`config.mk`:
```
export PLATFORM = sky130hd
export DESIGN_NAME = display_scan_ctrl
export DESIGN_NICKNAME = d
export VERILOG_FILES = /design/src/rtl/display_scan_ctrl.sv
export SDC_FILE = /design/constraint.sdc
export NUM_CORES = 1
export LEC_CHECK = 0
export CAP_MARGIN = 30
export CORE_MARGIN = 2
export CORE_UTILIZATION = 48
export CTS_BUF_LIST = sky130_fd_sc_hd__clkbuf_16
export DETAILED_ROUTE_END_ITERATION = 8
export GPL_ROUTABILITY_DRIVEN = 0
export PLACE_DENSITY = 0.75
export RECOVER_POWER = 25
export SETUP_SLACK_MARGIN = 0.4
export SYNTH_ARGS = -nofsm -noshare
export SYNTH_HDL_FRONTEND = slang
export SYNTH_SLANG_ARGS = --single-unit
```
`constraint.sdc`:
```
create_clock -name clk -period 1.7 [get_ports clk]
set_input_delay 0.34 -clock clk [delete_from_list [all_inputs] [get_ports clk]]
set_output_delay 0.34 -clock clk [all_outputs]
set_load 0.01 [all_outputs]
```
`src/rtl/display_scan_ctrl.sv`:
```
`default_nettype none
// ============================================================================
// Module      : display_scan_ctrl
// Description : 4-digit display scan scheduler with blanking between digits
//               and a tear-free frame register loaded at frame boundaries.
//               Optional macro LEADING_ZERO_BLANK_EN darkens leading zeros.
// Revision    : 1.0 - initial release
// ============================================================================
module display_scan_ctrl #(
    parameter int TICKS_PER_DIGIT = 27000,
    parameter int BLANK_TICKS     = 16
) (
    input  logic        clk,
    input  logic        rst_n,
    input  logic        en,
    input  logic [15:0] data_in,
    input  logic        data_valid,
    output logic        data_ready,
    output logic [15:0] frame_data,
    output logic [1:0]  sel,
    output logic [3:0]  an_n,
    output logic        frame_start
);

    localparam int c_MAX_TICKS = (TICKS_PER_DIGIT > BLANK_TICKS) ? TICKS_PER_DIGIT : BLANK_TICKS;
    localparam int c_CNT_W     = (c_MAX_TICKS > 1) ? $clog2(c_MAX_TICKS) : 1;

    localparam logic [c_CNT_W-1:0] c_BLANK_LAST = c_CNT_W'(BLANK_TICKS - 1);
    localparam logic [c_CNT_W-1:0] c_SHOW_LAST  = c_CNT_W'(TICKS_PER_DIGIT - 1);

    localparam logic [1:0] c_ST_IDLE  = 2'd0;
    localparam logic [1:0] c_ST_BLANK = 2'd1;
    localparam logic [1:0] c_ST_SHOW  = 2'd2;

    logic [1:0]         r_state;
    logic [c_CNT_W-1:0] r_cnt;
    logic [1:0]         r_sel;
    logic [3:0]         r_an_n;
    logic [15:0]        r_frame_data;
    logic [15:0]        r_pend;
    logic               r_pend_full;
    logic               r_frame_start;

    logic               w_digit_lit;
    logic [3:0]         w_show_an;

`ifdef LEADING_ZERO_BLANK_EN
    // Digit k stays dark when it and every more-significant nibble are zero.
    assign w_digit_lit = (r_sel == 2'd0) || ((r_frame_data >> {r_sel, 2'b00}) != 16'd0);
`else
    assign w_digit_lit = 1'b1;
`endif

    assign w_show_an = w_digit_lit ? ~(4'b0001 << r_sel) : 4'b1111;

    always_ff @(posedge clk or negedge rst_n) begin
        if (!rst_n) begin
            r_state       <= c_ST_IDLE;
            r_cnt         <= '0;
            r_sel         <= 2'd0;
            r_an_n        <= 4'b1111;
            r_frame_data  <= 16'd0;
            r_pend        <= 16'd0;
            r_pend_full   <= 1'b0;
            r_frame_start <= 1'b0;
        end else begin
            r_frame_start <= 1'b0;

            // Accept and transfer are exclusive: one needs pend empty, the other full.
            if (data_valid && !r_pend_full) begin
                r_pend      <= data_in;
                r_pend_full <= 1'b1;
            end

            case (r_state)
                c_ST_IDLE: begin
                    r_an_n <= 4'b1111;
                    r_sel  <= 2'd0;
                    r_cnt  <= '0;
                    if (r_pend_full) begin
                        r_frame_data <= r_pend;
                        r_pend_full  <= 1'b0;
                    end
                    if (en) begin
                        r_state       <= c_ST_BLANK;
                        r_frame_start <= 1'b1;
                    end
                end

                c_ST_BLANK: begin
                    if (!en) begin
                        r_state <= c_ST_IDLE;
                        r_an_n  <= 4'b1111;
                        r_sel   <= 2'd0;
                        r_cnt   <= '0;
                    end else if (r_cnt == c_BLANK_LAST) begin
                        r_state <= c_ST_SHOW;
                        r_cnt   <= '0;
                        r_an_n  <= w_show_an;
                    end else begin
                        r_cnt <= r_cnt + 1'b1;
                    end
                end

                c_ST_SHOW: begin
                    if (!en) begin
                        r_state <= c_ST_IDLE;
                        r_an_n  <= 4'b1111;
                        r_sel   <= 2'd0;
                        r_cnt   <= '0;
                    end else if (r_cnt == c_SHOW_LAST) begin
                        r_state <= c_ST_BLANK;
                        r_cnt   <= '0;
                        r_an_n  <= 4'b1111;
                        r_sel   <= r_sel + 2'd1;
                        // Wrapping back to digit 0 is the only point the frame may change.
                        if (r_sel == 2'd3) begin
                            r_frame_start <= 1'b1;
                            if (r_pend_full) begin
                                r_frame_data <= r_pend;
                                r_pend_full  <= 1'b0;
                            end
                        end
                    end else begin
                        r_cnt <= r_cnt + 1'b1;
                    end
                end

                default: begin
                    r_state <= c_ST_IDLE;
                    r_an_n  <= 4'b1111;
                    r_sel   <= 2'd0;
                    r_cnt   <= '0;
                end
            endcase
        end
    end

    assign data_ready  = ~r_pend_full;
    assign frame_data  = r_frame_data;
    assign sel         = r_sel;
    assign an_n        = r_an_n;
    assign frame_start = r_frame_start;

endmodule
`default_nettype wire

```
* Word-level counts from Yosys, hierarchy flattened
Cells that the tools add are included.
** Word-level totals
- Input port bits :: 20
- Word-level logic and storage cells :: 69
- Output and inout port bits :: 24
- Register bits after elaboration :: 57
** Operators by class
- Bitwise operators :: 2
- Equality and inequality tests :: 12
- Shifts and indexed selects :: 1
- Muxes and demuxes :: 36
- Reductions and logical operators :: 8
- $add $sub $neg :: 2
** Operators by type and width (count)
- 16-bit 2-to-1 mux :: 4
- 15-bit 2-to-1 mux :: 4
- 16-bit one-hot mux with 2 select lines :: 1
- 15-bit one-hot mux with 2 select lines :: 1
- 2-bit 2-to-1 mux :: 8
- 4-bit 2-to-1 mux :: 4
- 15-bit by 1-bit adder with 15-bit output (second input constant) :: 1
- 15-bit == test (second input constant) :: 1
- 15-bit by 4-bit == test with 1-bit output (second input constant) :: 1
- 2-bit inequality test (second input constant) :: 5
- 1-bit 2-to-1 mux :: 9
- 4-bit one-hot mux with 2 select lines :: 1
- 3-bit inequality test (second input constant) :: 2
- 2-bit one-hot mux with 3 select lines :: 1
- 2-bit == test (second input constant) :: 2
- 4-bit inverter :: 1
- 1-bit one-hot mux with 2 select lines :: 2
- 2-bit one-hot mux with 2 select lines :: 1
- 2-bit AND reduction :: 2
- 4-bit AND reduction :: 1
- 1-bit by 2-bit << shifter with 4-bit output (first input constant) :: 1
- 3-bit AND reduction :: 1
- 2-bit by 1-bit adder with 2-bit output (second input constant) :: 1
- 2-bit by 1-bit == test with 1-bit output (second input constant) :: 1
- 5 further kinds :: 5

* Longest topological paths before layout
- Word-level depth :: 8
- Depth in mapped cells :: 9
- Mapped depth without buffers :: 6

* Worst setup path after synthesis
No wires, ideal clock.
- Path type :: reg2reg
- From :: reg r_state[0]
- To :: reg r_frame_data[0], in the netlist frame_data[0]
- Path slack :: -0.029 ns
- Cell stages (with the launch flop) :: 10
- Path buffers :: 3
- Required time :: 1.620 ns
- Period minus slack after synthesis :: 1.729 ns
- Library setup time :: 0.080 ns
- Arrival :: 1.648 ns
- Path through :: dfrtp_1 inv_1 ha_1 and2_1 buf_2 nand2_1 o21a_1 buf_6 buf_6 o211ai_2
** On the way
- Longest elaborated chain between the ends :: 3
- Elaborated cells between the ends (all ways) :: 8
- Those cells by class :: 4 x eq/ne; 1 x mux; 3 x reduce/logical
** Ends and longest elaborated chain
- start: declaration :: line 35 : logic [1:0] r_state;
- start signal: assignment :: line 58 : r_state <= c_ST_IDLE;
- start signal: assignment :: line 85 : r_state <= c_ST_BLANK;
- start signal: assignment :: line 92 : r_state <= c_ST_IDLE;
- 2-bit == test or 2-bit logical NOT (tied branches) :: line 75 : case (r_state)
- 2-bit inequality test (no line) or 2-bit nonzero test (tied branches)
- 4-bit AND reduction (no line)
- end signal: assignment :: line 81 : r_frame_data <= r_pend;
- end signal: assignment :: line 120 : r_frame_data <= r_pend;
- end: declaration :: line 39 : logic [15:0] r_frame_data;
Parallel ways exist; a longest one is shown, timed or not.
A chain may end at the register's enable or synchronous reset.

* Final worst setup path
- From :: reg r_cnt[9]
- To :: reg r_frame_data[14], in the netlist frame_data[14]
** On the way
- Longest elaborated chain between the ends :: 3
** Ends and longest elaborated chain
- start: declaration :: line 36 : logic [c_CNT_W-1:0] r_cnt;
- start signal: assignment :: line 101 : r_cnt <= r_cnt + 1'b1;
- start signal: assignment :: line 125 : r_cnt <= r_cnt + 1'b1;
- 15-bit == test :: line 111 : end else if (r_cnt == c_SHOW_LAST) begin
- 2-bit inequality test (no line)
- 4-bit AND reduction (no line)
Every way passes these cells.

==> impl_metrics.env <==
export IMPL_synth_net_count=282
export IMPL_worst_slack_ns=-0.124
export IMPL_path_buf_inv=2
export IMPL_dp_hpwl_um=4420
export IMPL_dr_pass1_iters=4
export IMPL_critical_path_top_delay_family="simple AND/OR/NAND/NOR gates"
export IMPL_clock_skew_ns=0.00789
export IMPL_grt_pass1_wl_um=11500
export IMPL_numCtsBuffers=9
export IMPL_p_leak_nw=1.87
export IMPL_synth_warning_count=0
export IMPL_grt_pass1_vias=2335
export IMPL_grtUsageMet1_pct=31.1
export IMPL_drt_vias_per_instance=5.59
export IMPL_hold_class="input port to async pin"
export IMPL_antenna_cells=0
export IMPL_routed_via_count=2392
export IMPL_cp_arrival_ns=2.02
export IMPL_synth_flop_cell="dfrtp_1"
export IMPL_grt_setup_unrepaired="yes"
export IMPL_busiest_layer="met2"
export IMPL_clock_fmax_ghz=0.548
export IMPL_met2_usage_pct=37.4
export IMPL_synth_area_um2=2860
export IMPL_dieHeight_um=81.2
export IMPL_nNetsFinal=377
export IMPL_synth_cell_types=45
export IMPL_setup_violations=30
export IMPL_peakVddDrop_uv=917
export IMPL_final_period_utilization_pct=107
export IMPL_outcome="finished, violations left"
export IMPL_finalInstanceArea_um2=4190
export IMPL_worstSetupPathType="flop to flop"
export IMPL_hold_slack_ns=0.413
export IMPL_syn_avg_cell_area_um2=11.3
export IMPL_placed_area_um2=3640
export IMPL_crit_path_frequent_cell="buf_4"
export IMPL_gr_total_overflow=0
export IMPL_cts_sinks=57
export IMPL_totalPowerFinal_mw=6.55
export IMPL_cts_root_buffer="clkbuf_16"
export IMPL_syn_inst=253
export IMPL_power_density_nw_per_um2=1560
export IMPL_drt_iter0_drc=112
export IMPL_r2r_setup_slack_ns=-0.12
export IMPL_fp_coreArea_um2=5850
export IMPL_synth_async_reset_ratio_pct=100
export IMPL_dieWidth_um=81.2
export IMPL_clk_path_buf_depth=2
export IMPL_wl_per_cell_um=16.6
export IMPL_tightestPinTransition_ns=1.38
export IMPL_cts_tree="done"
export IMPL_synth_edff_count=0
export IMPL_wirelength_um=7120
export IMPL_cp_end_kind="flop"
export IMPL_antenna_found_initial=0
export IMPL_grt_max_degree=58
export IMPL_finalSetupTns_ns=-1.97
export IMPL_cp_cell_sequence="nor4_4, buf_4, nand4b_4, buf_4, o211ai_1, o211ai_2"
export IMPL_critPathRequiredTime_ns=1.90
export IMPL_critical_path_max_fanout=12
export IMPL_dpl_worst_slack_ns=-0.175
export IMPL_cts_max_level=3
export IMPL_rows=28
export IMPL_finalHoldViolCount=0
export IMPL_syn_to_final_growth_pct=46.3
export IMPL_ys_seq_area_share_pct=50.0
export IMPL_max_stage_delay_ns=0.41
export IMPL_startpoint_type="flop"
export IMPL_grtUsageMet3_pct=2.89
export IMPL_portBuffers=43
export IMPL_max_cap_violations=0
export IMPL_drive_gt1_share_pct=40.8
export IMPL_drt_drc_violations_left=0
export IMPL_clkTransAtPathRegs_ns=0.05
export IMPL_fin_crit_ns=1.82
export IMPL_final_max_slew_viol_count=0
export IMPL_initial_core_util_pct=49.0
export IMPL_relSlewSlack_pct=7.95
export IMPL_gr_usage_all_layers_pct=23.2
export IMPL_crit_slowest_cell="dfrtp_1"
export IMPL_clock_latency_ns=0.33
export IMPL_pin_count=44
export IMPL_ys_ff_latch=57
export IMPL_violations="negative setup slack"
export IMPL_final_antenna_net_count=0
export IMPL_die_area_um2=6600
## power breakdown
part	switching (mW)	internal [mW]
logic	1.25	1.50
registers	0.306	1.81
clock network	0.584	1.10
## stage by stage
step | instances | utilization (%)
CTS | 423 | 71.8
finish | 428 | 71.6
global placement | 391 | 62.2
detailed placement | 391 | 62.2
floorplan | 253 | -
global route | 428 | 71.6
## Yosys cell counts (all sizes together) (2+ instances only)
library cell / n / area share, %
nand2: 40 / 5.2
xor2: 5 / 1.5
mux2i: 2 / 0.70
nor3b: 14 / 3.7
o21ai: 3 / 0.52
a2bb2oi: 4 / 1.2
clkbuf: 10 / 1.4
inv: 7 / 0.92
buf: 6 / 1.6
nor4: 5 / 1.6
xnor2: 8 / 2.4
dfstp: 4 / 3.7
and4: 2 / 0.61
mux2: 16 / 6.3
nand4: 5 / 1.1
dfrtp: 53 / 46
nand3: 4 / 0.70
o211ai: 32 / 10
nor2b: 2 / 0.44
nor3: 3 / 0.52
ha: 9 / 3.9
## routing by layer
metal	wire length, µm	up-vias	share of wire [%]
li1	-	1113	-
met1	3090	1206	43
met2	3660	63	51
met3	262	10	3.7
met4	101	0	1.4
met5	0	-	0
## final timing paths
kind | depth (start not counted) | start | endpoint
max in group asynchronous | 2 | rst_n | r_pend_full
hold reg to reg | 1 | r_pend[0] | r_pend[0]
hold / removal | 2 | rst_n | r_cnt[11]
setup / recovery | 6 | r_cnt[9] | frame_data[14]
min in group clk | 1 | r_pend[0] | r_pend[0]
setup reg to reg | 6 | r_cnt[9] | frame_data[14]
## sequential cells by signal (all words and copies together) (netlist names)
register / flops
r_state: 2
r_pend_full: 1
an_n: 4
sel: 2
frame_start: 1
frame_data: 16
r_cnt: 15
r_pend: 16
## final cells by class
cell class	instances	area, µm²
clock buffers	9	225
clock inverters	7	53.8
fillers	407	1660
inverters	8	32.5
multi-input cells	172	1450
flip-flops and latches	57	1430
well taps	75	93.8
repair buffers	100	902
## logic make-up (layout without fill, tap and decap cells)
kind of cell	after synthesis	in the layout	share of synthesized area, %
simple gates	83	83	16.4
xor+xnor	13	13	3.98
buf+inv	24	124	3.98
fa+ha+maj	9	9	3.93
mux	18	18	6.99
compound gates	49	49	14.7
flops	57	57	50.0
## repair_timing
action                                  in CTS  in global routing
resized for setup                          103                 17
pin swaps                                    9                  4
endpoints found under the setup margin      65                 63
gates cloned                                 2                  0
buffers inserted                            14                  5
hold buffers                                 0                  0
## layout by cell type (no fill, tap or decap), drive strengths merged, types with 4 or more instances in the layout
cell type / netlist / layout
nand3: 4 / 4
clkdlybuf4s15: 0 / 7
clkbuf: 10 / 18
inv: 7 / 10
o211ai: 32 / 32
buf: 6 / 66
clkinv: 1 / 4
ha: 9 / 9
nor3b: 14 / 14
dfstp: 4 / 4
nor4: 5 / 5
mux2: 16 / 16
dfrtp: 53 / 53
nand4: 5 / 5
xor2: 5 / 5
a2bb2oi: 4 / 4
nand2: 40 / 40
clkdlybuf4s50: 0 / 18
xnor2: 8 / 8
Power figures use the tool's default switching activity.
